[src/rtl/ap_pkg.sv]
// ap_pkg: shared width, saturation limits and FSM states for the saturating subtract-accumulator
package ap_pkg;
  localparam int AP_W = 68;
  localparam logic signed [AP_W-1:0] AP_MAX = {1'b0, {(AP_W-1){1'b1}}};
  localparam logic signed [AP_W-1:0] AP_MIN = {1'b1, {(AP_W-1){1'b0}}};
  typedef enum logic {ACCUM, DRAIN} state_t;
endpackage

[src/rtl/ap_subtractor.sv]
// ap_subtractor: combinational a-b clamped to the signed W-bit range, with overflow flag
module ap_subtractor
  import ap_pkg::*;
(
  input  logic signed [AP_W-1:0] a,
  input  logic signed [AP_W-1:0] b,
  output logic signed [AP_W-1:0] z,
  output logic                   ovf
);
  logic signed [AP_W-1:0] d;
  logic pos, neg;
  assign d   = a - b;
  assign pos = !a[AP_W-1] && b[AP_W-1] && d[AP_W-1];
  assign neg = a[AP_W-1] && !b[AP_W-1] && !d[AP_W-1];
  assign ovf = pos || neg;
  assign z   = pos ? AP_MAX : neg ? AP_MIN : d;
endmodule

[src/rtl/ap_sat_sub_acc.sv]
// ap_sat_sub_acc: streaming saturating subtract-accumulator; AP_SUB_BIAS_EN makes each burst's first beat load acc
module ap_sat_sub_acc
  import ap_pkg::*;
(
  input  logic                   clk,
  input  logic                   rst,
  input  logic                   in_valid,
  output logic                   in_ready,
  input  logic signed [AP_W-1:0] in_data,
  input  logic                   in_last,
  output logic                   out_valid,
  input  logic                   out_ready,
  output logic signed [AP_W-1:0] out_data,
  output logic                   out_sat
);
  state_t state, state_n;
  logic signed [AP_W-1:0] acc, z, res;
  logic sat, ovf, step_ovf, fire;
  ap_subtractor u_sub (.a(acc), .b(in_data), .z(z), .ovf(ovf));
  assign fire = in_valid && in_ready;
`ifdef AP_SUB_BIAS_EN
  logic first;
  assign res      = first ? in_data : z;
  assign step_ovf = !first && ovf;
  always_ff @(posedge clk)
    first <= rst ? 1'b1 : fire ? in_last : first;
`else
  assign res      = z;
  assign step_ovf = ovf;
`endif
  always_ff @(posedge clk)
    state <= rst ? ACCUM : state_n;
  always_comb
    state_n = (state == ACCUM) ? ((fire && in_last) ? DRAIN : ACCUM) : (out_ready ? ACCUM : DRAIN);
  always_comb begin
    in_ready  = (state == ACCUM);
    out_valid = (state == DRAIN);
  end
  always_ff @(posedge clk) begin
    if (rst) begin
      acc      <= '0;
      sat      <= 1'b0;
      out_data <= '0;
      out_sat  <= 1'b0;
    end else if (fire) begin
      acc <= in_last ? '0 : res;
      sat <= in_last ? 1'b0 : (sat || step_ovf);
      if (in_last) begin
        out_data <= res;
        out_sat  <= sat || step_ovf;
      end
    end
  end
endmodule

[config.mk]
export PLATFORM = sky130hd
export DESIGN_NAME = ap_sat_sub_acc
export DESIGN_NICKNAME = d
export VERILOG_FILES = /design/src/rtl/ap_pkg.sv /design/src/rtl/ap_subtractor.sv /design/src/rtl/ap_sat_sub_acc.sv
export SDC_FILE = /design/constraint.sdc
export NUM_CORES = 1
export LEC_CHECK = 0
export BUFFER_PORTS_ARGS = -buffer_cell sky130_fd_sc_hd__buf_4
export CORE_ASPECT_RATIO = 1.1
export CORE_MARGIN = 4
export CORE_UTILIZATION = 45
export DETAILED_ROUTE_END_ITERATION = 8
export PLACE_DENSITY = 0.68
export SLEW_MARGIN = 10
export SYNTH_ARGS = -nofsm -noshare
export SYNTH_HDL_FRONTEND = slang
export SYNTH_SLANG_ARGS = --single-unit
export TNS_END_PERCENT = 5
[constraint.sdc]
create_clock -name clk -period 4.2 [get_ports clk]
set_input_delay 0.21 -clock clk [delete_from_list [all_inputs] [get_ports clk]]
set_output_delay 0.21 -clock clk [all_outputs]
set_load 0.03 [all_outputs]
Word-level counts from Yosys, hierarchy flattened
Index checks and enable logic that the tools add are counted.
{"block": "op_classes", "div_mod_pow": 0, "order_cmp": 0, "multipliers": 0, "shifts": 0, "mux": 7, "n_eq_ne": 0, "add_sub_neg": 1, "bitwise": 1, "reduce_logical": 12}
{"cell": "68-bit two-way mux", "count": 3}
{"cell": "68-bit subtractor", "count": 1}
{"cell": "1-bit logical AND", "count": 6}
{"cell": "1-bit two-way mux", "count": 4}
{"cell": "1-bit zero test", "count": 3}
{"cell": "1-bit logical OR", "count": 2}
{"cell": "2-bit AND reduction", "count": 1}
{"cell": "1-bit NOT", "count": 1}
{"block": "totals", "mem_count": 0, "ram_bits": 0, "reg_bits": 139, "mem_bits_ro": 0, "latchBits": 0, "in_bits": 73}

Depth between registers and ports, before layout
{"block": "depth", "depth_word": 6, "mapped_depth": 21}

Cells and area by module
From an unflattened synthesis, not the netlist that was laid out.
{"block": "hier_totals", "cells_unflattened": 1402, "hier_area_um2": 10037.1}
{"module": "ap_subtractor", "cells_each": 795, "area_per_inst_um2": 5161.2, "instances": 1, "seq_area_each_um2": 0.0}
{"module": "ap_sat_sub_acc", "cells_each": 607, "area_per_inst_um2": 4875.9, "instances": 1, "seq_area_each_um2": 2782.7}

Worst setup path after synthesis
No wires, ideal clock.
{"block": "synth_path", "kind": "reg2reg", "start": "register acc[13]", "end": "register acc[36]", "path_stages_with_launch": 18, "arrival_ns": 4.288, "path_slack_ns": -0.210, "cell_sequence": "dfxtp_1 ha_1 clkbuf_1 nand4_1 or3_1 o41ai_2 a21o_1 a31o_2 a211oi_2 o31a_1 nor3_1 nor2_1 fa_1 and2_1 clkbuf_1 clkbuf_1 nor2_1 a221o_1"}
{"block": "synth_between", "elab_chain_cells": 6, "elab_cells_between_ends": 7, "cone_classes": "1 x add/sub; 3 x mux; 3 x reduce/logical"}
{"element": "start: declaration", "line_no": "ap_sat_sub_acc.sv:17", "rtl": "logic signed [AP_W-1:0] acc, z, res;"}
{"element": "start signal: assignment", "line_no": "ap_sat_sub_acc.sv:46", "rtl": "acc <= in_last ? '0 : res;"}
{"element": "68-bit subtractor *", "line_no": "ap_subtractor.sv:12", "rtl": "assign d = a - b;"}
{"element": "1-bit zero test", "line_no": "ap_subtractor.sv:14", "rtl": "assign neg = a[AP_W-1] && !b[AP_W-1] && !d[AP_W-1];"}
{"element": "1-bit logical AND", "line_no": "ap_subtractor.sv:14"}
{"element": "68-bit two-way mux", "line_no": "ap_subtractor.sv:16", "rtl": "assign z = pos ? AP_MAX : neg ? AP_MIN : d;"}
{"element": "68-bit two-way mux *", "line_no": "ap_subtractor.sv:16"}
{"element": "68-bit two-way mux *", "line_no": "ap_sat_sub_acc.sv:46"}
Every way passes the cells marked *; elsewhere a longest branch is shown, timed or not.
A chain may end at the register's enable or synchronous reset.

Worst setup path after layout
{"block": "layout_path", "start": "register acc[14]", "end": "register acc[18]"}
The elaborated chain is that of the path after synthesis.

==> run summary <==
YOSYS
--------------------------------------------------------------------------------
Unique cell type count in the Yosys netlist                                   68
Net Count, Synth                                                            1274
Top cell type's share of synthesized area                                 0.3070
Number of enable flip-flop cells after synthesis                               0
Portion of the post-synthesis area used by sequential elements            0.3070
Top cell type by total area after synthesis                         sky130_fd_sc_hd__dfxtp_1
Post-synth ARST share                                                          0
Largest cells by area after synthesis                               sky130_fd_sc_hd__dfxtp_1, sky130_fd_sc_hd__ha_1, sky130_fd_sc_hd__a221o_1
Number of instances in the synthesized netlist                              1130
Top FF cell, synth                                                  sky130_fd_sc_hd__dfxtp_1
Synthesis warning total                                                        0
Post-Syn Area per Cell                                                 8.021 µm²
Synth Cell Area                                                         9064 µm²
Number of synthesized register bits                                          139

CTS
--------------------------------------------------------------------------------
CTS buffer count                                                              17
Number of H-tree levels                                                        4
Clock transition at the registers of the reported paths                  0.06 ns
Clk root buf                                                        sky130_fd_sc_hd__clkbuf_16
Clock tree from TritonCTS                                                   done
Clock latency at the later pin of the worst-skew pair                    0.43 ns
Clock tree buffer depth                                                        2
Clock sink count                                                             139

PLACE
--------------------------------------------------------------------------------
Detailed-placement wirelength estimate                                  20.97 mm
Total placed cells including tap cells                                      1514
Port Buf Inserts                                                             143
Placed Area                                                            10760 µm²
Routability congestion estimate from global placement                     0.9465

RUN
--------------------------------------------------------------------------------
Max-cap violations                                                             0

TIMING
--------------------------------------------------------------------------------
Share of the clock period used by the worst path after layout             0.9839
Final total negative setup slack                                            0 ns
Setup repair after global routing missed its margin                          yes
Upper clock frequency limit                                            242.0 MHz
Worst clock skew on the final layout                                  0.01204 ns
Post-layout minimum cycle time                                          4.132 ns
Slew Limit Fails                                                               0
Worst hold slack across all endpoints                                  0.1721 ns
Fin. Hold Viols                                                                0
Worst max-slew margin expressed relative to the limit                     0.4332
Final setup violation count                                                    0
Slew at the pin closest to its max-slew limit                          0.8502 ns

SETUP PATH
--------------------------------------------------------------------------------
WP data arrival                                                          4.43 ns
Worst Path Max Fanout                                                          6
CP Class                                                            register to register
Critical Path Start Type                                                register
WP data required                                                         4.50 ns
Sort of element at the end of the critical path                         register

ROUTING
--------------------------------------------------------------------------------
Routed len/inst                                                         18.13 µm
Remaining routing DRC violations                                               0
Number of vias per cell                                                    5.778
Overall routed net length                                               28.13 mm
Antenna violation net count after detailed routing                             0
Initial DRC Count                                                            536
Via count                                                                   8968
DRT Pass-1 Iters                                                               5

GLOBAL ROUTING
--------------------------------------------------------------------------------
Via count of the first global-routing pass                                  8675
Pin count of the biggest net entering global routing                          53
Number of antenna violations at the first check in global routing              0
Gr ovfl total                                                                  0
Global Route Usage Sum                                                    0.2448
Wire length of the first global-routing pass                            44.22 mm

LAYOUT
--------------------------------------------------------------------------------
Fraction of final layout cells sized beyond drive strength 1              0.2162
Number of nets in the layout                                                1431
Post-route insts no fill                                                    1552
Layout overhead on the synthesized area                                   27.18%
Number of antenna repair diodes                                                0
Final instance area                                                    11530 µm²
Filler instances                                                            1810

DIE
--------------------------------------------------------------------------------
Die area                                                               22480 µm²
Die width                                                               143.3 µm
Y dimension of the die                                                  156.9 µm
Initial core utilization                                                  0.4578
Row cnt                                                                       54
Std-Cell Core Area                                                     19800 µm²
Ports                                                                        144

POWER AND IR DROP
--------------------------------------------------------------------------------
Switching part of the total power                                         0.3438
Combinational fraction of design power                                     0.332
Sequential share of power                                                  0.327
Switching Power                                                       0.001605 W
Power Dens Cells                                                    405.0 nW/µm²
Peak ir drop on the vdd network                                        0.3172 mV
Power share of the clock group                                             0.341
Leakage dissipation                                                     5.430 nW
Total Power                                                           0.004669 W
Internal power summed over all cells                                  0.003064 W

HOLD PATH
--------------------------------------------------------------------------------
Worst hold path class                                               input pin to register

RUN STATUS
--------------------------------------------------------------------------------
Outcome                                                                completed

power by group through the flow:
| stage | clock network (W) | logic (W) | registers, W |
|---|---|---|---|
| floorplan | 0 | 0.000874 | 0.00167 |
| CTS | 0.00161 | 0.00152 | 0.00153 |
| global placement | 0 | 0.00150 | 0.00155 |
| detailed placement | 0 | 0.00151 | 0.00155 |
| finish | 0.00159 | 0.00155 | 0.00153 |
| global route | 0.00167 | 0.00169 | 0.00154 |
state kept, by name, summed over array words and instances (netlist names):
signal     cells
sat            1
out_valid      1
out_sat        1
out_data      68
acc           68
routing by layer:
metal	routed length, µm	part of all wire	global-route usage	vias up
met4	1008	0.036	0.1130	0
li1	-	-	-	4445
met1	12750	0.45	0.3243	4200
met5	0	0	0	-
met2	12960	0.46	0.3988	263
met3	1417	0.050	0.02903	60
cell type report:
type | instances | area, µm² | share of cell area
repair buffers | 213 | 1707 | 0.1481
flip-flops and latches | 139 | 2784 | 0.2415
well taps | 252 | 315.3 | 0.02735
clock inverters | 13 | 165.2 | 0.01433
clock buffers | 19 | 452.9 | 0.03929
inverters | 87 | 326.6 | 0.02833
multi-input cells | 829 | 5777 | 0.5011
timing repair:
item                                   CTS  global route
buffers inserted                         3             1
gates resized for setup                  5            13
pin swaps                               13             9
endpoints found under the hold margin    1             0
cloned                                   0             1
setup endpoints to repair               62            99
hold buffers                             1             0
final timing paths:
kind	from	end	slack (ns)	depth (start not counted)
hold reg to reg	out_data[4]$_SDFFE_PP0P_	out_data[4]$_SDFFE_PP0P_	0.45	2
setup reg to reg	acc[14]$_SDFFE_PP0P_	acc[18]$_SDFFE_PP0P_	0.07	19
setup / recovery	acc[14]$_SDFFE_PP0P_	acc[18]$_SDFFE_PP0P_	0.07	19
hold / removal	rst	acc[3]$_SDFFE_PP0P_	0.17	2
through the flow:
| step | worst slack, ns | util |
|---|---|---|
| 2_1_floorplan | 0.06424 | - |
| 3_3_place_gp | -0.009879 | 0.5436 |
| 3_5_place_dp | -0.1789 | 0.5436 |
| 4_1_cts | 0.006462 | 0.5777 |
| 5_1_grt | -0.09212 | 0.5823 |
| 6_report | 0.06771 | 0.5823 |
cell families after synthesis:
kind of cell / Yosys count / synth area share
xor gates and xnor gates: 61 / 0.05895
and+or+nand+nor: 281 / 0.1484
AOI/OAI and AO/OA: 415 / 0.3161
DFF: 139 / 0.3070
adders and majority gates: 71 / 0.09967
muxes: 1 / 0.001104
buffers and inverters: 162 / 0.06875
cell usage in the layout (no fill, tap or decap), types with 12 or more instances in the layout:
cell,n
sky130_fd_sc_hd__buf_4,204
sky130_fd_sc_hd__dfxtp_1,138
sky130_fd_sc_hd__a21oi_1,114
sky130_fd_sc_hd__nand2_1,103
sky130_fd_sc_hd__inv_1,87
sky130_fd_sc_hd__o21ai_0,85
sky130_fd_sc_hd__ha_1,68
sky130_fd_sc_hd__a221o_1,66
sky130_fd_sc_hd__nor2_1,58
sky130_fd_sc_hd__a21o_1,43
sky130_fd_sc_hd__xnor2_1,36
sky130_fd_sc_hd__xor2_1,25
sky130_fd_sc_hd__nand4_1,23
sky130_fd_sc_hd__nor3_1,18
sky130_fd_sc_hd__clkbuf_16,18
sky130_fd_sc_hd__nand3_1,14
sky130_fd_sc_hd__o21bai_1,13
sky130_fd_sc_hd__o21a_1,12
sky130_fd_sc_hd__nor2b_1,12
cells in the mapped netlist (3+ instances only):
cell                       count
sky130_fd_sc_hd__o21ai_1       5
sky130_fd_sc_hd__a22oi_1       5
sky130_fd_sc_hd__nand3_1      14
sky130_fd_sc_hd__xor2_1       25
sky130_fd_sc_hd__a22o_1        9
sky130_fd_sc_hd__a211oi_1      8
sky130_fd_sc_hd__or3_1         5
sky130_fd_sc_hd__buf_2         3
sky130_fd_sc_hd__o31ai_1       4
sky130_fd_sc_hd__nor2_1       63
sky130_fd_sc_hd__o21bai_1     13
sky130_fd_sc_hd__xnor2_1      36
sky130_fd_sc_hd__clkbuf_1     67
sky130_fd_sc_hd__ha_1         69
sky130_fd_sc_hd__dfxtp_1     139
sky130_fd_sc_hd__o41ai_1       3
sky130_fd_sc_hd__nor2b_1      13
sky130_fd_sc_hd__o21ai_0      87
sky130_fd_sc_hd__nor4_1        3
sky130_fd_sc_hd__and3_1        6
sky130_fd_sc_hd__nor3b_1       6
sky130_fd_sc_hd__a221o_1      66
sky130_fd_sc_hd__inv_1        87
sky130_fd_sc_hd__o21a_1       12
sky130_fd_sc_hd__a211oi_2      3
sky130_fd_sc_hd__nand2b_1      8
sky130_fd_sc_hd__o211ai_1      4
sky130_fd_sc_hd__nand4_1      23
sky130_fd_sc_hd__nor4b_1       4
sky130_fd_sc_hd__nand2_1     103
sky130_fd_sc_hd__a31o_2        3
sky130_fd_sc_hd__a31oi_1      10
sky130_fd_sc_hd__buf_4         3
sky130_fd_sc_hd__a21oi_1     117
sky130_fd_sc_hd__or4_1         3
sky130_fd_sc_hd__and2_1        3
sky130_fd_sc_hd__nor3_1       20
sky130_fd_sc_hd__a21o_1       43
worst max-delay path, cell delays in order (launching register included):
cell and delay, ns:
sky130_fd_sc_hd__dfxtp_1 0.31, sky130_fd_sc_hd__ha_1 0.30, sky130_fd_sc_hd__nand4_1 0.15, sky130_fd_sc_hd__or3_4 0.42
sky130_fd_sc_hd__o221a_4 0.26, sky130_fd_sc_hd__o41ai_4 0.06, sky130_fd_sc_hd__a21o_1 0.24, sky130_fd_sc_hd__a31o_4 0.18
sky130_fd_sc_hd__a211oi_4 0.06, sky130_fd_sc_hd__o31a_1 0.29, sky130_fd_sc_hd__nor3_2 0.13, sky130_fd_sc_hd__nor2_1 0.08
sky130_fd_sc_hd__fa_1 0.52, sky130_fd_sc_hd__and2_4 0.19, sky130_fd_sc_hd__buf_4 0.14, sky130_fd_sc_hd__nor3b_1 0.05
sky130_fd_sc_hd__a211oi_1 0.22, sky130_fd_sc_hd__nand4_1 0.16, sky130_fd_sc_hd__a22oi_1 0.17, sky130_fd_sc_hd__nor2_1 0.06
Note: power is estimated with default switching activity, not from simulation.
